<file path="src/rtl/product_bcd_converter.sv">
// product_bcd_converter: sequential double-dabble binary-to-BCD converter for the
// multiplier product. A one-cycle load in IDLE starts a fixed IW+1 cycle conversion
// that ends with a one-cycle done pulse, at which point bcd and sign update together.
//
// Ports:
//   clk     system clock, rising edge
//   rst     asynchronous active-low reset
//   load    start conversion of bin_in (sampled only in IDLE)
//   bin_in  product value to convert (IW bits, two's complement when SIGNED=1)
//   busy    high while a conversion is in progress
//   done    one-cycle pulse: bcd/sign updated this cycle
//   sign    1 = converted value was negative
//   bcd     packed BCD result, digit 0 in bits [3:0]
module product_bcd_converter #(
    parameter int unsigned DW     = 9,
    parameter int unsigned IW     = 2 * DW,
    parameter int unsigned DIGITS = 6,
    parameter bit          SIGNED = 1'b1
) (
    input  logic                  clk,
    input  logic                  rst,
    input  logic                  load,
    input  logic [IW-1:0]         bin_in,
    output logic                  busy,
    output logic                  done,
    output logic                  sign,
    output logic [4*DIGITS-1:0]   bcd
);

    localparam int unsigned SW = 4 * DIGITS;
    localparam int unsigned CW = (IW > 1) ? $clog2(IW) : 1;

    function automatic longint unsigned pow10(input int unsigned n);
        longint unsigned r;
        r = 64'd1;
        for (int unsigned i = 0; i < n; i++) begin
            r = r * 64'd10;
        end
        return r;
    endfunction

    localparam longint unsigned MaxMag = SIGNED ? (64'd1 << (IW - 1))
                                                : ((64'd1 << IW) - 64'd1);

    if (pow10(DIGITS) <= MaxMag) begin : g_width_check
        $error("product_bcd_converter: DIGITS too small for IW");
    end

    typedef enum logic [1:0] {StIdle, StShift, StDone} state_e;

    state_e          state;
    logic [IW-1:0]   bin_reg;
    logic [SW-1:0]   scratch;
    logic [CW-1:0]   cnt;
    logic            sign_r;

    logic [IW-1:0]   mag;
    logic            neg;
    logic [SW-1:0]   scratch_adj;

    // Magnitude of the input; the most-negative value maps onto 2^(IW-1) unchanged.
    always_comb begin
        neg = SIGNED && bin_in[IW-1];
        mag = neg ? (~bin_in + IW'(1)) : bin_in;
    end

    // Add-3 correction on every digit >= 5 ahead of the shift.
    always_comb begin
        scratch_adj = scratch;
        for (int i = 0; i < int'(DIGITS); i++) begin
            if (scratch[4*i +: 4] >= 4'd5) begin
                scratch_adj[4*i +: 4] = scratch[4*i +: 4] + 4'd3;
            end
        end
    end

    always_ff @(posedge clk or negedge rst) begin
        if (!rst) begin
            state   <= StIdle;
            bin_reg <= '0;
            scratch <= '0;
            cnt     <= '0;
            sign_r  <= 1'b0;
            busy    <= 1'b0;
            done    <= 1'b0;
            sign    <= 1'b0;
            bcd     <= '0;
        end else begin
            unique case (state)
                StIdle: begin
                    done <= 1'b0;
                    if (load) begin
                        bin_reg <= mag;
                        sign_r  <= neg;
                        scratch <= '0;
                        cnt     <= '0;
                        busy    <= 1'b1;
                        state   <= StShift;
                    end
                end
                StShift: begin
                    scratch <= {scratch_adj[SW-2:0], bin_reg[IW-1]};
                    bin_reg <= {bin_reg[IW-2:0], 1'b0};
                    cnt     <= cnt + CW'(1);
                    if (cnt == CW'(IW - 1)) begin
                        state <= StDone;
                    end
                end
                StDone: begin
                    bcd   <= scratch;
                    sign  <= sign_r;
                    done  <= 1'b1;
                    busy  <= 1'b0;
                    state <= StIdle;
                end
                default: begin
                    state <= StIdle;
                end
            endcase
        end
    end

endmodule

</file>
<file path="config.mk">
export PLATFORM = sky130hd
export DESIGN_NAME = product_bcd_converter
export DESIGN_NICKNAME = d
export VERILOG_FILES = /design/src/rtl/product_bcd_converter.sv
export SDC_FILE = /design/constraint.sdc
export NUM_CORES = 1
export LEC_CHECK = 0
export ABC_CLOCK_PERIOD_IN_PS = 3900
export CAP_MARGIN = 5
export CORE_ASPECT_RATIO = 0.9
export CORE_MARGIN = 1.5
export CORE_UTILIZATION = 30
export DETAILED_ROUTE_END_ITERATION = 8
export GPL_TIMING_DRIVEN = 0
export PLACE_DENSITY = 0.55
export SLEW_MARGIN = 20
export SYNTH_ARGS = -nofsm -noshare
export SYNTH_HDL_FRONTEND = slang
export SYNTH_SLANG_ARGS = --single-unit
</file>
<file path="constraint.sdc">
create_clock -name clk -period 3.9 [get_ports clk]
set_clock_uncertainty 0.2 [all_clocks]
set_input_delay 1.17 -clock clk [delete_from_list [all_inputs] [get_ports clk]]
set_output_delay 1.17 -clock clk [all_outputs]
set_load 0.02 [all_outputs]
</file>
Word-level counts from Yosys, hierarchy flattened. Index checks and enable logic that the tools add are counted. Widths: inputs -> output; s select.

Bits in registers: 77. Bits of input ports: 21. Output and inout port bits: 27. Logic and storage cells: 55.

$add $sub $neg: 8. Magnitude comparators: 6. Equality and inequality tests: 5. Muxes and demuxes: 19. Bitwise gates (word level): 1. Reduce and logical (&&, ||, !) cells: 7.

Operators with widths (count): $pmux 24 s2 (1); $mux 18 (2); $pmux 18 s2 (1); $ge 4x3->1 const B (6); $mux 24 (1); $add 4x2->4 const B (5); $mux 4 (5); $add 18x1->18 const B (1); $not 18->18 (1); $pmux 5 s2 (1); $reduce_and 2->1 (4); $add 5x1->5 const B (1); $eq 5x5->1 const B (1); $mux 5 (1); $mux 2 (2); $ne 2x2->1 const B (2); $pmux 1 s2 (2); $pmux 2 s2 (1); $reduce_bool 2->1 (2); $add 3x2->3 const B (1); $mux 3 (1); $eq 2x1->1 const B (1); $eq 2x2->1 const B (1); $logic_not 2->1 (1); $mux 1 (1).

Logic depth before layout (Yosys ltp). Gate-level depths: netlist of run 1.

Depth in word-level cells: 5. Depth in mapped cells: 6. Depth with buffers taken out: 6.

Worst setup path before layout of run 1. OpenSTA, ideal clock, no wires.

Path type: input port to flip-flop. From: input port bin_in[6]. To: register bin_reg[17]. Setup time: 0.066 ns. Arrival: 2.590 ns. Required time: 3.634 ns. Path slack: 1.043 ns. Cell stages on the path: 5. Path buffers: 1. Cell sequence: or3_1 -> buf_2 -> or4b_4 -> nor4b_1 -> a221o_1.

Cells in the longest elaborated chain, start to end: 5.

Ends and longest elaborated chain: start, declared (line 23) `input logic [IW-1:0] bin_in,`; $not 18->18 (line 64) `mag = neg ? (~bin_in + IW'(1)) : bin_in;`; $add 18x1->18 (line 64); $mux 18 (line 64); $mux 18 (line 92) `if (load) begin`; $pmux 18 s2 (line 89) `unique case (state)`; end signal, assigned (line 93) `bin_reg <= mag;`; end signal, assigned (line 103) `bin_reg <= {bin_reg[IW-2:0], 1'b0};`; end, declared (line 52) `logic [IW-1:0] bin_reg;`.

Every way passes these cells. The select of a mux whose other input is x is not followed. A chain may end at the register's enable or synchronous reset.

Worst setup path in the final report of run 1.
From: input port bin_in[4]. To: register bin_reg[17].

Same word-level chain as after synthesis.

==> results.md, run 1 <==
* Core area at 0.0126 mm2
* Hold buffers post-CTS at 0
* Htree depth at 3
* Num CTS Buffers at 9
* Largest net degree at the start of global routing at 58
* Post-synth top flop: dfrtp_1
* Fin crit share at 0.819
* P_int at about 2400 uW
* Number of flops mapped to enable cells by yosys at 0
* Final Hold Fails at 0
* Clk buf depth at 2
* Layout cells sized above 1 at 0.103
* DRT Wirelength at 9370 um
* Status: finished, final reports clean
* Boundary Pins at between 40 and 50
* Routed Antenna Nets at 0
* Area grow syn2layout at 26.6%
* Detailed Route Iter0 Violations at 160
* Seq pwr share at 0.362
* Skew-Pair Late Insertion Delay at around 0.33 ns
* Gpl congestion at roughly 0.8
* Wire length per cell at 15.6 um
* Root Driver: clkbuf_16
* Final non-filler cell total at 601
* Relative slew slack at 0.559
* Count of state elements after synthesis at 77
* CTS tree: done
* Adder-Cell Fraction of Synth Area at 0.0484
* Synth Cell Area at approximately 0.0039 mm2
* Die height at approximately 110 um
* Pre-CTS setup slack at 0.347 ns
* Crit-path cells: clkdlybuf4s50_1 > or3_1 > buf_2 > or4b_4 > nor4b_1 > a221o_1
* Util after Layout at 0.389
* Crit path max fanout at 6
* Gate Count Post-Synth at 373
* Placed insts at 585
* Hold Slack at approximately 0.28 ns
* CP Class: in2reg
* Largest family of logic cells by synthesized area: compound AO/OA/AOI/OAI gates
* Clk sinks at 77
* DIE AREA at about 0.014 mm2
* Max-slew violations at 0
* Power after layout at roughly 3800 uW
* IO Port Bufs at 47
* Cell Rows at 39
* Worst Path Required at 3.97 ns
* Nets@finish at 468
* Initial core utilization at 0.307
* HPWL after DPL at roughly 6700 um
* Upper clock frequency limit at 313 MHz
* Slew at the pin closest to its max-slew limit at ~0.66 ns
* Die width at around 120 um
* Part of the power in the clock network at 0.244
* Post-Synth Simple-Gate Area at 0.131
* First-pass GRT wire length at about 16000 um
* Router iterations before antenna repair at 6
* Ys Warns at 0
* Part of the Yosys area used for sequential elements at 0.497
* CP endpoint kind: flip-flop
* Avg Cell Area, Syn at 10.4 um2
* Grt ovf at 0
* Initial antenna violation count at 0
* Arr. time, crit path at 3.27 ns
* Switching share of total power at 0.363
* Power Density at between 700 and 800 mW/mm2
* VDD IR max at 0.265 mV
* Comb power frac at 0.395
* # resized after CTS at 0
* Final Worst Setup Slack at about 0.70 ns
* DRC at 0
* Final min period at roughly 3.2 ns
* CP max stage cell: or4b_4
* Final setup violation count at 0
* Via density at approximately 5
* Syn_nets at around 410
* Complex-gate fraction of the synthesized area at 0.173
* Multiplexer share of the synthesized area at 0.0577
* Distinct cells, synth at between 40 and 50
* Ys async rst share at 1.00
* Unrepaired setup endpoints after global routing: no
* Crit path launch type: input pin
* Worst Hold Class: reg2reg
* Setup bufs post-CTS at 0
* Number of global-route vias before repair at a little over 3000
* Net Switching at ~1400 uW
* Synth Area in XOR/XNOR at 0.0564
* Total track usage at 0.147
* Pleak at between 0.002 and 0.0025 uW
* Worst-path clk slew at 0.06 ns
* Vias at approximately 3000
* Ant diodes at 0
* MaxCap Viol Count at 0
* Crit-path max cell delay at roughly 0.58 ns
-- cell usage in the layout, fill, tap and decap left out, types with 3 or more instances in the layout --
cell,netlist,layout
clkdlybuf4s50_1,0,46
o41ai_1,4,4
nor2_1,6,6
xnor2_1,8,8
nand2_1,29,29
buf_1,4,4
inv_1,15,15
xor2_1,17,17
o21ai_0,47,47
nand2b_1,10,10
mux2_2,19,19
o31ai_1,18,18
clkbuf_1,18,20
or3_1,3,3
nand3_1,21,21
a22oi_1,13,13
a32o_1,6,6
nand4_1,3,3
ha_1,15,15
a21oi_1,9,9
dfrtp_1,77,77
clkbuf_16,0,9
-- worst max-delay path: cells and delay by family --
kind	cells	cell delay [ns]
compound gates	1	0.16
buf+inv	2	0.65
simple gates	3	1.28
-- layout make-up --
type	instances	area (um2)
Fill cell	1262	7720
Sequential cell	77	1930
Multi-Input combinational cell	258	1810
Timing Repair Buffer	48	495
Clock buffer	13	260
Tap cell	164	205
Buffer	23	87.6
Clock inverter	3	67.6
Inverter	15	56.3
-- final timing paths --
kind / start / end / slack [ns] / cells past startpoint
min in group asynchronous: rst / bcd[20]$_DFFE_PN0P_ / 0.52 / 1
worst max-delay path: bin_in[4] / bin_reg[17]$_DFFE_PN0P_ / 0.70 / 6
worst min-delay path: bcd[5]$_DFFE_PN0P_ / bcd[5]$_DFFE_PN0P_ / 0.28 / 2
max in group asynchronous: rst / bin_reg[5]$_DFFE_PN0P_ / 2.41 / 2
worst min register to register: bcd[5]$_DFFE_PN0P_ / bcd[5]$_DFFE_PN0P_ / 0.28 / 2
worst max register to register: state[0]$_DFFE_PN0P_ / scratch[8]$_DFFE_PN0P_ / 1.44 / 6
-- metal layers --
metal | part of all wire | global-route usage | vias up
met5 | 0 | 0 | -
met4 | 0.018 | 0.0605 | 0
met3 | 0.031 | 0.0226 | 14
met2 | 0.49 | 0.241 | 56
met1 | 0.47 | 0.193 | 1486
li1 | - | - | 1470
-- Yosys cell counts (2+ instances only) --
cell / count / area share
dfrtp_1: 77 / 0.50
o21ai_0: 47 / 0.061
nand2_1: 29 / 0.028
nand3_1: 21 / 0.027
mux2_2: 19 / 0.055
clkbuf_1: 18 / 0.017
o31ai_1: 18 / 0.035
xor2_1: 17 / 0.038
ha_1: 15 / 0.048
inv_1: 15 / 0.015
a22oi_1: 13 / 0.025
nand2b_1: 10 / 0.016
a21oi_1: 9 / 0.012
xnor2_1: 8 / 0.018
a32o_1: 6 / 0.015
nor2_1: 6 / 0.0058
buf_1: 4 / 0.0039
o41ai_1: 4 / 0.0090
nand4_1: 3 / 0.0048
or3_1: 3 / 0.0048
and3_1: 2 / 0.0032
nor2b_1: 2 / 0.0032
nor3b_1: 2 / 0.0039
nor4b_1: 2 / 0.0045
o21ai_1: 2 / 0.0026
or2_2: 2 / 0.0032
or3b_2: 2 / 0.0045
-- through the flow --
step | TNS, ns | instance area, um2
after floorplan | 0 | 3880
after global placement | -98.16 | 4560
after detailed placement | 0 | 4590
after CTS | 0 | 4910
after global routing | 0 | 4910
final | 0 | 4910
-- power by group through the flow --
| stage | Sequential (uW) | Clock (uW) | Combinational [uW] |
|---|---|---|---|
| after floorplan | 1410 | 0 | 917 |
| after global placement | 1360 | 0 | 1440 |
| after detailed placement | 1370 | 0 | 1500 |
| after CTS | 1360 | 929 | 1500 |
| after global routing | 1400 | 957 | 1670 |
| final | 1360 | 914 | 1480 |
-- logic make-up (layout without fill, tap and decap cells) --
logic type	after synthesis	count (layout)
compound gates	105	105
simple gates	93	93
xor+xnor	25	25
fa+ha+maj	15	15
mux	20	20
flops	77	77
buf+inv	38	102
Power figures use the tool's default switching activity.
==> run 2, diff against run 1 <==
Settings changed: ABC_CLOCK_PERIOD_IN_PS 3900 to 2750, PLACE_DENSITY 0.55 to 0.57.
Clock period 3.9 ns to 2.75 ns, I/O delays scaled along.
==> run 2 against run 1 <==
Against the previous run:
- setup slack got worse by 0.65 ns
- total power grew 41%
- count of clock-buffer cells in the layout fell by 1
- first-iteration DRC count rose by 2.5%
- flip-flop and latch count did not move
- global-route usage is 0.29 points lower
- critical endpoint is now bin_reg[15]$_DFFE_PN0P_
- largest cell class unchanged
- highest routed layer unchanged
==> results.md, run 2 (same netlist as run 1, synthesis figures left out) <==
* Net Switching at 1910 uW (was 1360 uW)
* Via density at 5.00 (was 5.03)
* Clk buf depth at 2 (unchanged)
* Power Density at 1060 mW/mm2 (was 763 mW/mm2)
* Ant diodes at 0 (unchanged)
* Routed Antenna Nets at 0 (unchanged)
* CP Class: in2reg (unchanged)
* Worst Hold Class: in2async (was reg2reg)
* Unrepaired setup endpoints after global routing: yes (was no)
* Comb power frac at 0.396 (was 0.395)
* Pleak at 0.00216 uW (was 0.00206 uW)
* Die height at 111 um (unchanged)
* Boundary Pins at 48 (unchanged)
* Detailed Route Iter0 Violations at 164 (was 160)
* DRC at 0 (unchanged)
* Initial antenna violation count at 0 (unchanged)
* Switching share of total power at 0.361 (was 0.363)
* Worst Path Required at 2.79 ns (was 3.97 ns)
* IO Port Bufs at 47 (unchanged)
* Fin crit share at 0.980
* Crit path max fanout at 6 (unchanged)
* Largest net degree at the start of global routing at 43 (was 58)
* Number of global-route vias before repair at 3072 (was 3109)
* Total track usage at 0.144 (was 0.147)
* Arr. time, crit path at 2.74 ns (was 3.27 ns)
* Final min period at between 2 and 3 ns
* Grt ovf at 0 (unchanged)
* Hold Slack at 0.256 ns (was 0.278 ns)
* Seq pwr share at 0.363 (was 0.362)
* Post-DP Area at 0.00457 mm2 (was 0.00459 mm2)
* Commonest cells after routing, fill and taps aside: dfrtp_1 (77), o21ai_0 (47), clkdlybuf4s50_1 (40) (was dfrtp_1 (77), o21ai_0 (47), clkdlybuf4s50_1 (46))
* MaxCap Viol Count at 0 (unchanged)
* Wire length per cell at 15.5 um (was 15.6 um)
* VDD IR max at 0.378 mV (was 0.265 mV)
* Crit path launch type: input pin (unchanged)
* Root Driver: clkbuf_16 (unchanged)
* Core area at 0.0126 mm2 (unchanged)
* Skew-Pair Late Insertion Delay at 0.32 ns (was 0.33 ns)
* DRT Wirelength at 9290 um (was 9370 um)
* Router iterations before antenna repair at 4 (was 6)
* Clk sinks at 77 (unchanged)
* Status: finished, final reports clean (unchanged)
* Final Hold Fails at 0 (unchanged)
* Worst-path clk slew at 0.06 ns (about the same)
* DIE AREA at 0.0136 mm2 (unchanged)
* Max-slew violations at 0 (unchanged)
* CP endpoint kind: flip-flop (unchanged)
* Layout cells sized above 1 at 0.133 (was 0.103)
* Area grow syn2layout at 28.5% (was 26.6%)
* Die width at 123 um (unchanged)
* Num CTS Buffers at 9 (unchanged)
* Vias at 2994 (was 3026)
* Final setup violation count at 0 (unchanged)
* HPWL after DPL at 6580 um (was 6680 um)
* CTS tree: done (unchanged)
* Cell Rows at 39 (unchanged)
* Slew at the pin closest to its max-slew limit at 0.676 ns (was 0.660 ns)
* Part of the power in the clock network at 0.241 (was 0.244)
* Relative slew slack at 0.548 (was 0.559)
* Htree depth at 3 (unchanged)
* P_int at 3390 uW (was 2390 uW)
* Nets@finish at 466 (was 468)
* Upper clock frequency limit at 371 MHz
* First-pass GRT wire length at 15500 um (was 15600 um)
* Initial core utilization at 0.307 (unchanged)
* Commonest non-fill, non-tap cell in the layout: dfrtp_1 (unchanged)
* Setup bufs post-CTS at 0 (unchanged)
* Hold buffers post-CTS at 0 (unchanged)
* Gpl congestion at 0.829 (was 0.823)
* Post-route cell area at 0.00499 mm2 (was 0.00491 mm2)
==> run 2: cell count changes in the layout (fill, tap and decap cells not counted), sizes merged <==
cell and change:
clkdlybuf4s50 -6, dlymetal6s2s +6, clkbuf -2, clkinv +2, buf -1, clkinvlp -1
==> run 2: metal layers <==
| layer | wire, um | GRT usage |
|---|---|---|
| met2 | 4560 | 0.242 |
| met4 | 84 | 0.0457 |
| met5 | 0 | 0 |
| met3 | 304 | 0.0252 |
| met1 | 4340 | 0.188 |
==> run 2: metrics by stage <==
| stage | util | setup WS [ns] | cells | TNS (ns) | total power [uW] |
|---|---|---|---|---|---|
| floorplan | - | 0.239 | 373 | 0 | 3300 |
| global placement | 0.360 | -2.10 | 584 | -172.62 | 3970 |
| detailed placement | 0.362 | -0.438 | 585 | -12.18 | 4050 |
| CTS | 0.392 | -0.00234 | 601 | -0.00234 | 5360 |
| global route | 0.395 | -0.0548 | 599 | -0.124 | 5710 |
| finish | 0.395 | 0.0552 | 599 | 0 | 5300 |
==> run 2: worst max-delay path, cell delays in order <==
cell,delay [ns]
clkdlybuf4s50_1,0.48
or3_1,0.34
buf_2,0.17
or4b_4,0.54
and4_4,0.21
nor3_1,0.17
==> run 2: worst paths after layout <==
check | startpoint | endpoint | slack, ns | depth (start not counted)
worst min register to register | bcd[16]$_DFFE_PN0P_ | bcd[16]$_DFFE_PN0P_ | 0.28 | 2
max in group asynchronous | rst | bin_reg[16]$_DFFE_PN0P_ | 1.50 | 2
min in group clk | bcd[16]$_DFFE_PN0P_ | bcd[16]$_DFFE_PN0P_ | 0.28 | 2
worst max register to register | state[1]$_DFFE_PN0P_ | scratch[19]$_DFFE_PN0P_ | 0.38 | 6
worst min-delay path | rst | bcd[22]$_DFFE_PN0P_ | 0.26 | 1
worst max-delay path | bin_in[5] | bin_reg[15]$_DFFE_PN0P_ | 0.06 | 6
==> run 2: power groups by stage <==
stage               Clock (uW)  Sequential (uW)  Combinational (uW)
global route              1370             1990                2360
floorplan                    0             2000                1300
global placement             0             1930                2050
finish                    1280             1920                2100
CTS                       1310             1930                2130
detailed placement           0             1940                2100
==> run 2: repair_timing <==
item                       CTS  global route
resized for setup           11            12
setup endpoints to repair   25            25
pin swaps                    1             3
==> run 2: cell type report <==
type                       count  area, um2
clock buffer                  12        256
buffer                        21       86.3
multi-input combinational    258       1880
inverter                      15       56.3
sequential                    77       1930
timing repair buffer          48        503
clock inverter                 4       70.1
tap                          164        205
fill                        1247       7650
==> run 3, diff against run 2 <==
Settings changed: RECOVER_POWER set to 50.
==> run 3 against run 2 <==
Against the previous run:
- flip-flop and latch count stayed put
- combinational power barely moved
- wire length hardly changed
- setup slack worse by 0.00060 ns
- die area did not move
- utilization down 0.14 points
- critical path depth is the same
- highest routed layer unchanged
==> results.md, run 3 (same netlist as run 1, synthesis figures left out) <==
* Number of global-route vias before repair at 3072 (unchanged)
* Skew-Pair Late Insertion Delay at 0.32 ns (about the same)
* Met2 Use GR at 0.242 (unchanged)
* Met1 usage at 0.188 (unchanged)
* Power after layout at 5300 uW (about the same)
* Clk buf depth at 2 (unchanged)
* Initial core utilization at 0.307 (unchanged)
* DRT Wirelength at 9290 um (about the same)
* Pre-CTS setup slack at -0.438 ns (unchanged)
* Cell Rows at 39 (unchanged)
* Unrepaired setup endpoints after global routing: yes (unchanged)
* Crit path max fanout at 6 (unchanged)
* Seq pwr share at 0.363 (about the same)
* Worst-path clk slew at 0.06 ns (about the same)
* Initial antenna violation count at 0 (unchanged)
* Switching share of total power at 0.361 (about the same)
* CP endpoint kind: flip-flop (unchanged)
* Crit path launch type: input pin (unchanged)
* GR Layer Usage met3 at 0.0252 (unchanged)
* Crit-path max cell delay at 0.54 ns (about the same)
* Routed Antenna Nets at 0 (unchanged)
* Final Hold Fails at 0 (unchanged)
* Total track usage at 0.144 (unchanged)
* CTS tree: done (unchanged)
* Commonest non-fill, non-tap cell in the layout: dfrtp_1 (unchanged)
* Vias at 3006 (was 2994)
* Num CTS Buffers at 9 (unchanged)
* Router iterations before antenna repair at 6 (was 4)
* Global route hottest layer: met2 (unchanged)
* Core area at 0.0126 mm2 (unchanged)
* Die height at 111 um (unchanged)
* CP Class: in2reg (unchanged)
* Crit-path cells: clkdlybuf4s50_1 > or3_1 > buf_2 > or4b_4 > and4_4 > nor3_1 (unchanged)
* Multi-input logic area at 0.00188 mm2 (unchanged)
* Ant diodes at 0 (unchanged)
* Final Worst Setup Slack at 0.0546 ns (was 0.0552 ns)
* Detailed Route Iter0 Violations at 157 (was 164)
* HPWL after DPL at 6580 um (unchanged)
* Part of the power in the clock network at 0.241 (about the same)
* Fin crit share at 0.980 (about the same)
* Root Driver: clkbuf_16 (unchanged)
* Slew at the pin closest to its max-slew limit at 1.06 ns (was 0.676 ns)
* P_int at 3390 uW (about the same)
* First-pass GRT wire length at 15500 um (unchanged)
* VDD IR max at 0.378 mV (about the same)
* DRC at 0 (unchanged)
* Fillers at 1249 (was 1247)
* Grt ovf at 0 (unchanged)
* Die width at 123 um (unchanged)
* Worst Path Required at 2.79 ns (about the same)
* Setup bufs post-CTS at 0 (unchanged)
* Crit path buf inv count at 2 (unchanged)
* CP top delay family: simple AND/OR/NAND/NOR gates (unchanged)
* Via density at 5.02 (was 5.00)
* Setup TNS at 0 ns (unchanged)
* IO Port Bufs at 47 (unchanged)
* Power Density at 1070 mW/mm2 (was 1060 mW/mm2)
* Arr. time, crit path at 2.74 ns (about the same)
* Boundary Pins at 48 (unchanged)
* Final min period at 2.70 ns (was 2.69 ns)
* Wire length per cell at 15.5 um (about the same)
* Gpl congestion at 0.829 (unchanged)
* Reg area at 0.00193 mm2 (unchanged)
* Max-slew violations at 0 (unchanged)
* MaxCap Viol Count at 0 (unchanged)
* Comb power frac at 0.396 (about the same)
* Final setup violation count at 0 (unchanged)
* Status: finished, final reports clean (unchanged)
* Largest net degree at the start of global routing at 43 (unchanged)
* Upper clock frequency limit at 371 MHz (about the same)
* Pleak at 0.00216 uW (about the same)
* Htree depth at 3 (unchanged)
* Commonest cells after routing, fill and taps aside: dfrtp_1 (77), o21ai_0 (47), clkdlybuf4s50_1 (39) (was dfrtp_1 (77), o21ai_0 (47), clkdlybuf4s50_1 (40))
* CP max stage cell: or4b_4 (unchanged)
* Nets@finish at 466 (unchanged)
* Clk sinks at 77 (unchanged)
* Layout cells sized above 1 at 0.133 (unchanged)
* Relative slew slack at 0.296 (was 0.548)
* DIE AREA at 0.0136 mm2 (unchanged)
* Net Switching at 1910 uW (about the same)
* Area grow syn2layout at 28.1% (was 28.5%)
* Worst Hold Class: reg2reg (was in2async)
run 3: changes by cell type in the layout (fill, tap and decap cells not counted):
cell | before | now
dlygate4sd3_1 | 0 | 1
clkdlybuf4s50_1 | 40 | 39
clkbuf_2 | 1 | 3
buf_12 | 1 | 0
buf_4 | 1 | 0
run 3: worst paths after layout:
check / endpoint / startpoint / slack, ns / cells past startpoint
min in group asynchronous: bcd[22]$_DFFE_PN0P_ / rst / 0.41 / 1
setup / recovery: bin_reg[15]$_DFFE_PN0P_ / bin_in[5] / 0.05 / 6
max in group asynchronous: bin_reg[16]$_DFFE_PN0P_ / rst / 0.39 / 2
hold / removal: bcd[16]$_DFFE_PN0P_ / bcd[16]$_DFFE_PN0P_ / 0.28 / 2
setup reg to reg: scratch[19]$_DFFE_PN0P_ / state[1]$_DFFE_PN0P_ / 0.38 / 6
hold reg to reg: bcd[16]$_DFFE_PN0P_ / bcd[16]$_DFFE_PN0P_ / 0.28 / 2
run 3: timing repair:
action,in CTS,in global routing
hold buffers,0,0
endpoints found under the hold margin,0,0
pin swaps,1,3
gates resized for setup,11,12
setup endpoints to repair,25,25
run 3: final cells by class:
| type | count | area share |
|---|---|---|
| Inverter | 15 | 0.0113 |
| Multi-Input combinational cell | 258 | 0.379 |
| Clock buffer | 12 | 0.0516 |
| Tap cell | 164 | 0.0413 |
| Clock inverter | 4 | 0.0141 |
| Timing Repair Buffer | 48 | 0.0977 |
| Buffer | 21 | 0.0174 |
| Sequential cell | 77 | 0.388 |
run 3: tightest hold or removal path, cell delays in order (launching register included):
cell,delay (ns)
dfrtp_1,0.34
nand2_1,0.05
o21ai_0,0.06
run 3: routing by layer:
metal	vias to the layer above	wire [um]	part of all wire
li1	1463	-	-
met1	1475	4340	0.47
met2	57	4530	0.49
met3	11	310	0.033
met4	0	104	0.011
met5	-	0	0
run 3: power by group through the flow:
stage          sequential, uW  combinational, uW  clock (uW)
2_1_floorplan            2000               1300           0
5_1_grt                  1990               2360        1370
3_5_place_dp             1940               2100           0
3_3_place_gp             1930               2050           0
4_1_cts                  1930               2130        1310
6_report                 1920               2100        1280
run 3: stage by stage:
stage               instances  hold WS (ns)  area (um2)   util
global route              599         0.304        4970  0.393
detailed placement        585         0.269        4570  0.362
finish                    599         0.277        4970  0.393
CTS                       601         0.264        4950  0.392
global placement          584         0.265        4560  0.360
floorplan                 373         0.243        3880      -
